`config.mk`:
```
export PLATFORM = sky130hd
export DESIGN_NAME = cause_collector
export DESIGN_NICKNAME = d
export VERILOG_FILES = /design/src/rtl/cause_collector_pkg.sv /design/src/rtl/cause_collector_irq_sync.sv /design/src/rtl/cause_collector.sv
export SDC_FILE = /design/constraint.sdc
export NUM_CORES = 1
export LEC_CHECK = 0
export CAP_MARGIN = 20
export CORE_UTILIZATION = 30
export DETAILED_ROUTE_END_ITERATION = 10
export GPL_TIMING_DRIVEN = 0
export PLACE_DENSITY_LB_ADDON = 0.05
export SLEW_MARGIN = 40
export SYNTH_ARGS = -nofsm -noshare
export SYNTH_HDL_FRONTEND = slang
export SYNTH_SLANG_ARGS = --single-unit
```
`constraint.sdc`:
```
create_clock -name clk -period 2.2 [get_ports clk]
set_clock_uncertainty 0.1 [all_clocks]
set_input_delay 0.55 -clock clk [delete_from_list [all_inputs] [get_ports clk]]
set_output_delay 0.55 -clock clk [all_outputs]
set_load 0.1 [all_outputs]
```
`src/rtl/cause_collector_pkg.sv`:
```
// Shared cause-vector index constants and widths for cause_collector.
package cause_pkg;

  localparam int unsigned CA_RESET  = 0;
  localparam int unsigned CA_ILL    = 1;
  localparam int unsigned CA_MISAF  = 2;
  localparam int unsigned CA_PFF    = 3;
  localparam int unsigned CA_PFLS   = 4;
  localparam int unsigned CA_MISALS = 5;
  localparam int unsigned CA_SYSC   = 6;
  localparam int unsigned CA_OVF    = 7;
  localparam int unsigned CA_EXT0   = 8;

  localparam int unsigned NUM_CA  = 23;
  localparam int unsigned NUM_EXT = 15;
  localparam int unsigned NUM_INT = CA_EXT0 - CA_ILL;

  localparam logic [NUM_CA-1:0] REPEAT_MASK = (NUM_CA'(1) << CA_PFF) | (NUM_CA'(1) << CA_PFLS);

endpackage

```
`src/rtl/cause_collector_irq_sync.sv`:
```
// Vectorised multi-flop synchroniser with rising-edge detect for external interrupt lines.
module irq_sync
  import cause_pkg::*;
#(
  parameter int unsigned SYNC_STAGES = 2,
  parameter int unsigned W           = NUM_EXT
) (
  input  logic         clk,
  input  logic         reset,
  input  logic [W-1:0] async_i,
  output logic [W-1:0] rise_o
);

  logic [W-1:0] sync_q [SYNC_STAGES];
  logic [W-1:0] hist_q;

  always_ff @(posedge clk or posedge reset) begin
    if (reset) begin
      for (int unsigned i = 0; i < SYNC_STAGES; i++) begin
        sync_q[i] <= '0;
      end
      hist_q <= '0;
    end else begin
      sync_q[0] <= async_i;
      for (int unsigned i = 1; i < SYNC_STAGES; i++) begin
        sync_q[i] <= sync_q[i-1];
      end
      hist_q <= sync_q[SYNC_STAGES-1];
    end
  end

  assign rise_o = sync_q[SYNC_STAGES-1] & ~hist_q;

endmodule

```
`src/rtl/cause_collector.sv`:
```
// Exception cause vector collector: reset cause, gated internal causes, pending external IRQs.
// Optional on-chip timer interrupt on ca[8] when CAUSE_TIMER_EN is defined.
module cause_collector
  import cause_pkg::*;
#(
  parameter int unsigned SYNC_STAGES = 2,
  parameter int unsigned TIMER_W     = 32
) (
  input  logic                clk,
  input  logic                reset,
  input  logic [NUM_INT-1:0]  int_cause,
  input  logic                instr_valid,
  input  logic [NUM_EXT-1:0]  ext_irq,
  input  logic                jisr,
  input  logic                tmr_we,
  input  logic [TIMER_W-1:0]  tmr_wdata,
  output logic [NUM_CA-1:0]   ca,
  output logic                rpt,
  output logic                ext_pending
);

  logic               rst_cause_q;
  logic [NUM_EXT-1:0] pend_q, pend_d;
  logic [NUM_EXT-1:0] rise;
  logic [NUM_EXT-1:0] set_vec;

  irq_sync #(
    .SYNC_STAGES(SYNC_STAGES),
    .W          (NUM_EXT)
  ) u_sync (
    .clk    (clk),
    .reset  (reset),
    .async_i(ext_irq),
    .rise_o (rise)
  );

`ifdef CAUSE_TIMER_EN
  logic [TIMER_W-1:0] cnt_q, cmp_q;
  logic               tmr_hit;

  assign tmr_hit = (cmp_q != '0) && (cnt_q == cmp_q);

  always_ff @(posedge clk or posedge reset) begin
    if (reset) begin
      cnt_q <= '0;
      cmp_q <= '0;
    end else if (tmr_we) begin
      cmp_q <= tmr_wdata;
      cnt_q <= '0;
    end else if (tmr_hit) begin
      cnt_q <= '0;
    end else begin
      cnt_q <= cnt_q + 1'b1;
    end
  end

  assign set_vec = rise | {{(NUM_EXT-1){1'b0}}, tmr_hit && !tmr_we};
`else
  logic unused_tmr;
  assign unused_tmr = ^{tmr_we, tmr_wdata};
  assign set_vec    = rise;
`endif

  // Set has priority over the jisr clear on the same edge.
  always_comb begin
    pend_d = (pend_q & ~{NUM_EXT{jisr}}) | set_vec;
  end

  always_ff @(posedge clk or posedge reset) begin
    if (reset) begin
      rst_cause_q <= 1'b1;
      pend_q      <= '0;
    end else begin
      if (jisr) rst_cause_q <= 1'b0;
      pend_q <= pend_d;
    end
  end

  assign ca          = {pend_q, int_cause & {NUM_INT{instr_valid}}, rst_cause_q};
  assign ext_pending = |pend_q;

  always_comb begin
    logic found;
    found = 1'b0;
    rpt   = 1'b0;
    for (int unsigned i = 0; i < NUM_CA; i++) begin
      if (!found && ca[i]) begin
        found = 1'b1;
        rpt   = REPEAT_MASK[i];
      end
    end
  end

endmodule
```
Word level (Yosys, flattened, before mapping)
Index checks and enable logic that the tools add are counted. Widths: inputs -> output; s select.

Flip-flop bits (word level): 61. Logic and storage cells: 98.

Bitwise gates (word level): 6. Muxes and demuxes: 42. Reduce and logical (&&, ||, !) cells: 45.

Operators with widths (count): $mux 1 (42); $and 15x15->15 (2); $not 15->15 (2); $logic_and 1x1->1 (22); $logic_not 1->1 (22); $or 15x15->15 (1); $reduce_or 15->1 (1); $and 7x7->7 (1).

Logic depth before layout (Yosys ltp)
Gate-level depths: netlist of run 1.

Depth in word-level cells: 67. Mapped depth: 2. Gate-level depth less buffers: 2.

Modules after synthesis
From an unflattened synthesis of run 1, not the netlist that was laid out.

Cells, all modules: 111. Area, all modules: 1984.4 µm².

Modules (own cells, without submodules): irq_sync (instances 1, area each 1336.3 µm², cells each 61); cause_collector (instances 1, area each 648.1 µm², cells each 50).

Worst setup path before layout of run 1
OpenSTA, ideal clock, no wires.

Path type: input to output. Start: in int_cause[0]. End: out rpt. Buffers on the path: 0. Stages on the path: 2. Setup slack: -0.983 ns. Arrival time: 2.533 ns. Required time: 1.550 ns. Cells stage by stage: and2_4 > nor4_2.

Cells in the longest elaborated chain, start to end: 66. Elaborated cells between the ends (all ways): 85. Those cells by class: mux: 41; bitwise: 1; reduce/logical: 43.

RTL lines: start: declaration (RTL line cause_collector.sv:11) `input logic [NUM_INT-1:0] int_cause,`; $and 7x7->7 * (RTL line cause_collector.sv:79) `assign ca = {pend_q, int_cause & {NUM_INT{instr_valid}}, rst_cause_q};`; $logic_and 1x1->1 * (RTL line cause_collector.sv:87) `if (!found && ca[i]) begin`; $mux 1 * (RTL line cause_collector.sv:87); $logic_not 1->1 (RTL line cause_collector.sv:87); $logic_and 1x1->1 (RTL line cause_collector.sv:87); $mux 1 * (RTL line cause_collector.sv:87); $logic_not 1->1 (RTL line cause_collector.sv:87); $logic_and 1x1->1 (RTL line cause_collector.sv:87); (+50 left out); $logic_and 1x1->1 (RTL line cause_collector.sv:87); $mux 1 (RTL line cause_collector.sv:87); $logic_not 1->1 (RTL line cause_collector.sv:87); $logic_and 1x1->1 (RTL line cause_collector.sv:87); $mux 1 (RTL line cause_collector.sv:87); $logic_not 1->1 (RTL line cause_collector.sv:87); $logic_and 1x1->1 (RTL line cause_collector.sv:87); $mux 1 * (RTL line cause_collector.sv:87); end: declaration (RTL line cause_collector.sv:18) `output logic rpt,`.

Every way passes the cells marked *; elsewhere a longest branch is shown, timed or not.

Final worst setup path of run 1
Ends and elaborated chain as after synthesis.

==> results of run 1 <==
-- path summary, 6_finish.rpt --
kind,endpoint,startpoint,slack (ps),depth (start not counted)
worst max-delay path,rpt,int_cause[0],40,4
worst min-delay path,u_sync.sync_q[2],u_sync.sync_q[17],250,0
worst max register to register,rst_cause_q,rst_cause_q,1340,1
worst min register to register,u_sync.sync_q[2],u_sync.sync_q[17],250,0
max in group asynchronous,rst_cause_q,reset,1020,3
min in group asynchronous,u_sync.sync_q[18],reset,420,2
-- cells by family after synthesis --
group | count (synthesis)
buf+inv | 33
simple gates | 14
flops | 61
compound gates | 16
-- final cells by class --
cell class | instances | area [um^2] | area share
clock buffer | 14 | 183 | 0.0695
timing repair buffer | 51 | 433 | 0.165
sequential | 61 | 1550 | 0.588
buffer | 2 | 15.0 | 0.00571
tap | 75 | 93.8 | 0.0357
multi-input combinational | 30 | 235 | 0.0894
clock inverter | 1 | 5.00 | 0.00190
inverter | 31 | 119 | 0.0452
-- per-layer routing --
layer | vias up | global-route usage | routed length (um) | part of all wire
met4 | 0 | 0.0964 | 36 | 0.012
met5 | - | 0 | 0 | 0
met3 | 4 | 0.0404 | 223 | 0.073
met2 | 37 | 0.169 | 1480 | 0.49
met1 | 498 | 0.129 | 1310 | 0.43
li1 | 514 | - | - | -
-- registers in the layout, summed over array words and instances, names as in the netlist --
| register | count |
|---|---|
| rst_cause_q | 1 |
| pend_q | 15 |
| u_sync.hist_q | 15 |
| u_sync.sync_q | 30 |
-- worst max-delay path, stage by stage --
cell             delay (ps)
clkdlybuf4s50_1         390
and2_4                  170
nor4_4                  140
buf_6                   260
-- report_power, final --
group / total (mW) / switching, mW / internal [mW]
combinational: 0.409 / 0.313 / 0.0962
clock: 0.892 / 0.368 / 0.524
sequential: 1.23 / 0.0378 / 1.19
-- synthesized netlist by cell type, drive strengths merged --
library cell   n
dfrtp         60
inv           31
o22ai         15
and2           7
nor4           4
buf            2
dfstp          1
nand4          1
nor2b          1
nor3           1
o21ai          1
-- through the flow --
step / instance area [um^2] / hold slack, ps / utilization
after floorplan: 1890 / 231 / -
after global placement: 2480 / 232 / 0.417
after detailed placement: 2380 / 235 / 0.400
after CTS: 2600 / 248 / 0.437
after global routing: 2630 / 256 / 0.442
final: 2630 / 247 / 0.442
-- repair_timing --
item,in CTS,in global routing
endpoints found under the setup margin,9,6
cloned,0,0
endpoints found under the hold margin,0,0
pin swaps,0,1
resized for setup,11,10
==> flow_summary_export.csv, run 1 <==
group,metric,value,unit
placed_design,pre_cts_ws,-400,ps
final_layout,diodes,0,
clock_network,clock_sinks,61,
synthesis,synthAdderAreaFrac,0,
sta,drv_slew,0,
synthesis,synthXorXnorAreaFrac,0,
setup_path,startpoint_type,"primary input",
synthesis,yosysTopAreaCell,"dfrtp_1",
global_route,grt_usage,0.113,
global_route,antenna_found_initial,0,
detailed_routing,via_per_inst,3.97,
die,die_w,80.8,um
pwr,power,2.53,mW
clock_network,htreeDepth,3,
synthesis,syn_inst,124,
clock_network,clk_pin_slew,60,ps
pwr,power.density,963,nW/um^2
clock_network,clock_latency,310,ps
die,core,5960,um^2
detailed_routing,dr_total_vias,1053,
pwr,leakage,1.27,nW
sta,worst_slack,37.3,ps
sta,final_hold_viol_count,0,
synthesis,syn_area_per_cell,15.0,um^2
final_layout,layout_commonest_cell,"dfrtp_1",
final_layout,nets,245,
clock_network,cts_setup_buffers,0,
detailed_routing,postRouteAntennaNets,0,
global_route,grt_max_degree,44,
die,rows,28,
pwr,ir_drop,0.395,mV
final_layout,fillers,583,
die,die-area,6520,um^2
setup_path,critPathArrivalTime,1510,ps
synthesis,synthMuxAreaShare,0,
synthesis,syn_area,1860,um^2
synthesis,synth_area_leaders,"dfrtp_1 (81%), inv_1 (6.3%), o22ai_1 (5.0%)",
detailed_routing,finalWirelength,3.05,mm
global_route,grt_pass1_wl,5.08,mm
synthesis,synth_compound_area_frac,0.0531,
die,start_util,0.312,
placed_design,place.gp.congestion,0.674,
global_route,grt_pass1_vias,1105,
sta,fmaxAchievable,0.462,GHz
detailed_routing,dr.pass1.iters,2,
min_path,hp-class,"reg2reg",
detailed_routing,wire_per_inst,11.5,um
outcome,status,"completed",
die,die_h,80.8,um
final_layout,layout_common_cells,"dfrtp_1 (45), inv_1 (30), clkdlybuf4s50_1 (21), buf_2 (16)",
setup_path,critPathKind,"in2out",
sta,finalSetupViolCount,0,
setup_path,worstPathMaxFanout,2,
synthesis,synth_nets,183,
clock_network,ctsLongestPathBuffers,2,
clock_network,cts_tree,"built",
placed_design,dp.cells,250,
global_route,grt_overflow,0,
sta,tns,0,ps
sta,relSlewSlack,0.670,
synthesis,synth.top_cell.area_share,0.807,
placed_design,hpwl,2.10,mm
final_layout,drive_gt1_frac,0.368,
clock_network,root_buffer,"clkbuf_8",
detailed_routing,route.detailed.drc,0,
placed_design,portBuffers,50,
synthesis,ys_seq_area_frac,0.821,
clock_network,cts_buffers,9,
synthesis,synth_top_family_by_area,"buffers and inverters",
sta,rsz0062_at_grt,"false",
clock_network,hold_buffers,0,
final_layout,layout.cells.non_filler,265,
die,num_io_pins,84,
sta,finalWorstPathRequiredPeriod,2160,ps
setup_path,end_kind,"primary output",
synthesis,yosys.area_share.simple,0.0551,
synthesis,synth.distinct_cells,13,
synthesis,ys_seq_elements,61,
final_layout,area_growth,41.4,%
setup_path,crit_required,1550,ps
flow_run,cap_viol_max_count,0,
sta,worstMarginPinSlew,498,ps
synthesis,ys_warn_count,0,
sta,timing.final.crit_share,0.983,
detailed_routing,drt-initial-drc-count,62,
No activity file was read; power rests on OpenSTA's default activity.
==> run 2: changes to the inputs <==
ABC_AREA = 0   (was default)
CORE_UTILIZATION = 35   (was 30)
==> flow_summary_export.csv, run 2 (synthesis results as in run 1) <==
group,metric,value,unit
pwr,p_sw,0.723,mW
setup_path,worstPathMaxFanout,1,
pwr,power,2.60,mW
global_route,antenna_found_initial,0,
die,start_util,0.364,
sta,fmaxAchievable,0.456,GHz
sta,finalSetupViolCount,0,
min_path,worstHoldStart,"u_sync.sync_q[17]",
global_route,grt_usage,0.117,
detailed_routing,dr_total_vias,1069,
die,rows,26,
clock_network,clock_latency,320,ps
sta,drv_slew,0,
sta,finalWorstPathRequiredPeriod,2190,ps
setup_path,end_kind,"primary output",
final_layout,regMostFlops,"u_sync.sync_q",
pwr,switching_share,0.278,
sta,final_hold_viol_count,0,
final_layout,drive_gt1_frac,0.356,
global_route,grt_pass1_wl,4.47,mm
final_layout,top_regs,"u_sync.sync_q (30), pend_q (15), u_sync.hist_q (15)",
die,die-area,5610,um^2
detailed_routing,drt-initial-drc-count,43,
die,core,5110,um^2
clock_network,clk_pin_slew,60,ps
pwr,pwr-share-comb,0.156,
clock_network,cts_setup_buffers,0,
detailed_routing,finalWirelength,2.92,mm
detailed_routing,route.detailed.drc,0,
setup_path,critPathArrivalTime,1540,ps
detailed_routing,postRouteAntennaNets,0,
global_route,grt_max_degree,46,
clock_network,ctsLongestPathBuffers,2,
placed_design,pre_cts_ws,-362,ps
final_layout,largest_reg_flops,30,
pwr,power.clock.fraction,0.371,
pwr,p_int,1.88,mW
final_layout,area_growth,40.8,%
setup_path,critPathKind,"in2out",
setup_path,startpoint_type,"primary input",
global_route,grt_overflow,0,
final_layout,layout_commonest_cell,"dfrtp_1",
final_layout,diodes,0,
setup_path,r2r_start,"rst_cause_q",
setup_path,crit_path_start,"int_cause[5]",
die,die_w,74.9,um
flow_run,cap_viol_max_count,0,
pwr,power.density,992,nW/um^2
clock_network,cts_tree,"built",
die,num_io_pins,84,
sta,relSlewSlack,0.675,
min_path,hp-class,"reg2reg",
outcome,status,"completed",
placed_design,place.gp.congestion,0.649,
sta,worst_slack,5.19,ps
final_layout,layout_common_cells,"dfrtp_1 (45), inv_1 (30), clkdlybuf4s50_1 (21), buf_2 (17)",
clock_network,htreeDepth,3,
detailed_routing,via_per_inst,4.10,
placed_design,portBuffers,50,
clock_network,root_buffer,"clkbuf_8",
clock_network,hold_buffers,0,
final_layout,fillers,450,
pwr,p_seq_frac,0.473,
placed_design,hpwl,2.01,mm
sta,timing.final.crit_share,0.998,
die,die_h,74.9,um
detailed_routing,wire_per_inst,11.2,um
global_route,grt_pass1_vias,1008,
setup_path,crit_required,1550,ps
clock_network,cts_buffers,9,
sta,rsz0062_at_grt,"false",
detailed_routing,dr.pass1.iters,3,
pwr,leakage,1.27,nW
clock_network,clock_sinks,61,
final_layout,nets,245,
pwr,ir_drop,0.533,mV
sta,worstMarginPinSlew,491,ps
[run 2: power groups by stage]
| stage | sequential (mW) | clock (mW) | combinational, mW |
|---|---|---|---|
| after CTS | 1.23 | 0.993 | 0.409 |
| after floorplan | 1.42 | 0 | 0.118 |
| after global routing | 1.24 | 1.04 | 0.426 |
| after global placement | 1.25 | 0 | 0.427 |
| after detailed placement | 1.25 | 0 | 0.404 |
| final | 1.23 | 0.963 | 0.406 |
[run 2: through the flow]
stage	area (um^2)	hold slack, ps	TNS [ps]	util	std cells
after global routing	2620	257	0	0.513	261
after CTS	2590	249	-52.8	0.508	261
after global placement	2480	232	-62820	0.485	244
after floorplan	1890	231	-2040	-	124
final	2620	248	0	0.513	261
after detailed placement	2370	235	-1500	0.465	245
[run 2: final cells by class]
type | instances | area, um^2 | area share
Tap cell | 70 | 87.6 | 0.0334
Sequential cell | 61 | 1550 | 0.590
Multi-Input combinational cell | 30 | 226 | 0.0864
Clock buffer | 15 | 166 | 0.0635
Inverter | 31 | 119 | 0.0454
Buffer | 2 | 15.0 | 0.00573
Clock inverter | 1 | 30.0 | 0.0115
Timing Repair Buffer | 51 | 429 | 0.164
[run 2: timing repair]
item | CTS | global route
resized for setup | 10 | 8
endpoints found under the setup margin | 9 | 4
pin swaps | 0 | 1
[run 2: critical path, cell delays in order]
cell and delay (ps):
clkdlybuf4s50_1 450, and2_2 130, buf_2 420
[run 2: metal layers]
metal,wire length [um],track usage
met1,1280,0.146
met2,1360,0.163
met3,192,0.0361
met4,96,0.107
met5,0,0
[run 2: path summary, 6_finish.rpt]
kind                                           to  slack [ps]  cells past startpoint
worst max-delay path                        ca[6]           5                      3
worst min-delay path             u_sync.sync_q[2]         250                      0
worst max register to register        rst_cause_q        1340                      1
worst min register to register   u_sync.sync_q[2]         250                      0
max in group asynchronous               pend_q[3]        1100                      3
min in group asynchronous       u_sync.sync_q[17]         400                      2
==> run 3: changes to the inputs <==
CORE_UTILIZATION = 36   (was 35)
==> flow_summary_export.csv, run 3 (synthesis results as in run 1) <==
group,metric,value,unit
outcome,status,"completed",
clock_network,cts_buffers,9,
clock_network,cts_tree,"built",
detailed_routing,postRouteAntennaNets,0,
sta,rsz0062_at_grt,"false",
final_layout,largest_reg_flops,30,
min_path,hp-class,"reg2reg",
pwr,ir_drop,0.587,mV
setup_path,slowest_delay,450,ps
pwr,leakage,1.27,nW
setup_path,cp_num_buf_inv,2,
detailed_routing,via_per_inst,4.10,
global_route,use_met3,0.0576,
flow_run,cap_viol_max_count,0,
placed_design,place_area,2370,um^2
final_layout,nets,245,
setup_path,cp_top_family,"buffers and inverters",
sta,finalWorstPathRequiredPeriod,2100,ps
global_route,use_met2,0.182,
detailed_routing,finalWirelength,3.02,mm
sta,final_hold_viol_count,0,
global_route,busiest_layer,"met2",
placed_design,hpwl,2.06,mm
sta,tns,0,ps
placed_design,dp.cells,242,
setup_path,crit_path_start,"int_cause[5]",
global_route,grt_pass1_vias,1046,
placed_design,portBuffers,50,
die,core,4850,um^2
final_layout,area_growth,40.1,%
sta,relSlewSlack,0.674,
clock_network,htreeDepth,3,
final_layout,drive_gt1_frac,0.366,
die,start_util,0.384,
global_route,grt_max_degree,42,
clock_network,clock_latency,320,ps
setup_path,startpoint_type,"primary input",
detailed_routing,route.detailed.drc,0,
final_layout,layout_common_cells,"dfrtp_1 (45), inv_1 (30), clkdlybuf4s50_1 (20), buf_2 (16)",
die,die-area,5460,um^2
detailed_routing,drt-initial-drc-count,58,
final_layout,regMostFlops,"u_sync.sync_q",
final_layout,fillers,429,
detailed_routing,dr.pass1.iters,3,
sta,timing.final.crit_share,0.955,
die,rows,25,
global_route,grt_pass1_wl,4.83,mm
clock_network,cts_setup_buffers,0,
setup_path,slowest_stage,"clkdlybuf4s50_1",
clock_network,clock_sinks,61,
detailed_routing,dr_total_vias,1057,
sta,finalSetupViolCount,0,
final_layout,diodes,0,
setup_path,end_kind,"primary output",
global_route,antenna_found_initial,0,
detailed_routing,wire_per_inst,11.7,um
clock_network,ctsLongestPathBuffers,2,
setup_path,worstPathMaxFanout,1,
pwr,power.density,964,nW/um^2
setup_path,cp_cell_sequence,"clkdlybuf4s50_1 -> and2_2 -> clkbuf_4",
setup_path,crit_required,1550,ps
placed_design,place.gp.congestion,0.650,
final_layout,layout_commonest_cell,"dfrtp_1",
min_path,worstHoldStart,"u_sync.sync_q[16]",
final_layout,top_regs,"u_sync.sync_q (30), pend_q (15), u_sync.hist_q (15)",
setup_path,r2r_start,"rst_cause_q",
final_layout,layout.cells.non_filler,258,
final_layout,stdcell_area,2610,um^2
setup_path,critPathKind,"in2out",
sta,worstMarginPinSlew,492,ps
global_route,grt_util_met1,0.155,
die,die_w,73.9,um
global_route,grt_overflow,0,
global_route,grt_usage,0.131,
clock_network,clk_pin_slew,60,ps
clock_network,root_buffer,"clkbuf_8",
sta,drv_slew,0,
die,num_io_pins,84,
final_layout,post-route-util,0.538,
die,die_h,73.9,um
sta,fmaxAchievable,0.476,GHz
setup_path,critPathArrivalTime,1450,ps
## run 3: changes by cell type in the layout (fill, tap and decap cells not counted), sizes merged
cell	before	now
dlygate4sd2	1	0
bufinv	1	0
clkinv	0	1
dlymetal6s2s	3	4
clkbuf	17	19
buf	26	25
clkdlybuf4s50	21	20
## run 3: final timing paths
kind                                     end  depth (start not counted)  slack (ps)
setup / recovery                       ca[6]                          3         100
hold / removal              u_sync.sync_q[1]                          0         250
setup reg to reg                 rst_cause_q                          1        1340
hold reg to reg             u_sync.sync_q[1]                          0         250
max in group asynchronous        rst_cause_q                          3        1040
min in group asynchronous  u_sync.sync_q[27]                          2         420
## run 3: layer usage
metal  wire length [um]  part of all wire
met1               1270              0.42
met2               1460              0.48
met3                258             0.085
met4                 36             0.012
met5                  0                 0
## run 3: through the flow
step	total power [mW]	hold WS [ps]	worst slack, ps
global route	2.63	257	23.9
floorplan	1.54	231	-327
CTS	2.55	249	-33.3
detailed placement	1.65	235	-360
finish	2.51	247	99.3
global placement	1.67	232	-1050
## run 3: power by group
part           switching (mW)  internal (mW)
combinational           0.312         0.0955
sequential             0.0383           1.19
clock                   0.374          0.501
total                   0.724           1.79
## run 3: timing repair
item                                    4_1_cts  5_1_grt
pin swaps                                     0        1
endpoints found under the setup margin        9        5
endpoints found under the hold margin         0        0
resized for setup                            10       12
hold buffers                                  0        0
## run 3: area by class of cell
type                    count  area, um^2  area share
multi-input cells          30         235      0.0902
flip-flops and latches     61        1550       0.593
repair buffers             51         427       0.164
plain buffers               2        15.0     0.00576
clock buffers              15         176      0.0677
well taps                  67        83.8      0.0321
clock inverters             1        5.00     0.00192
inverters                  31         119      0.0456
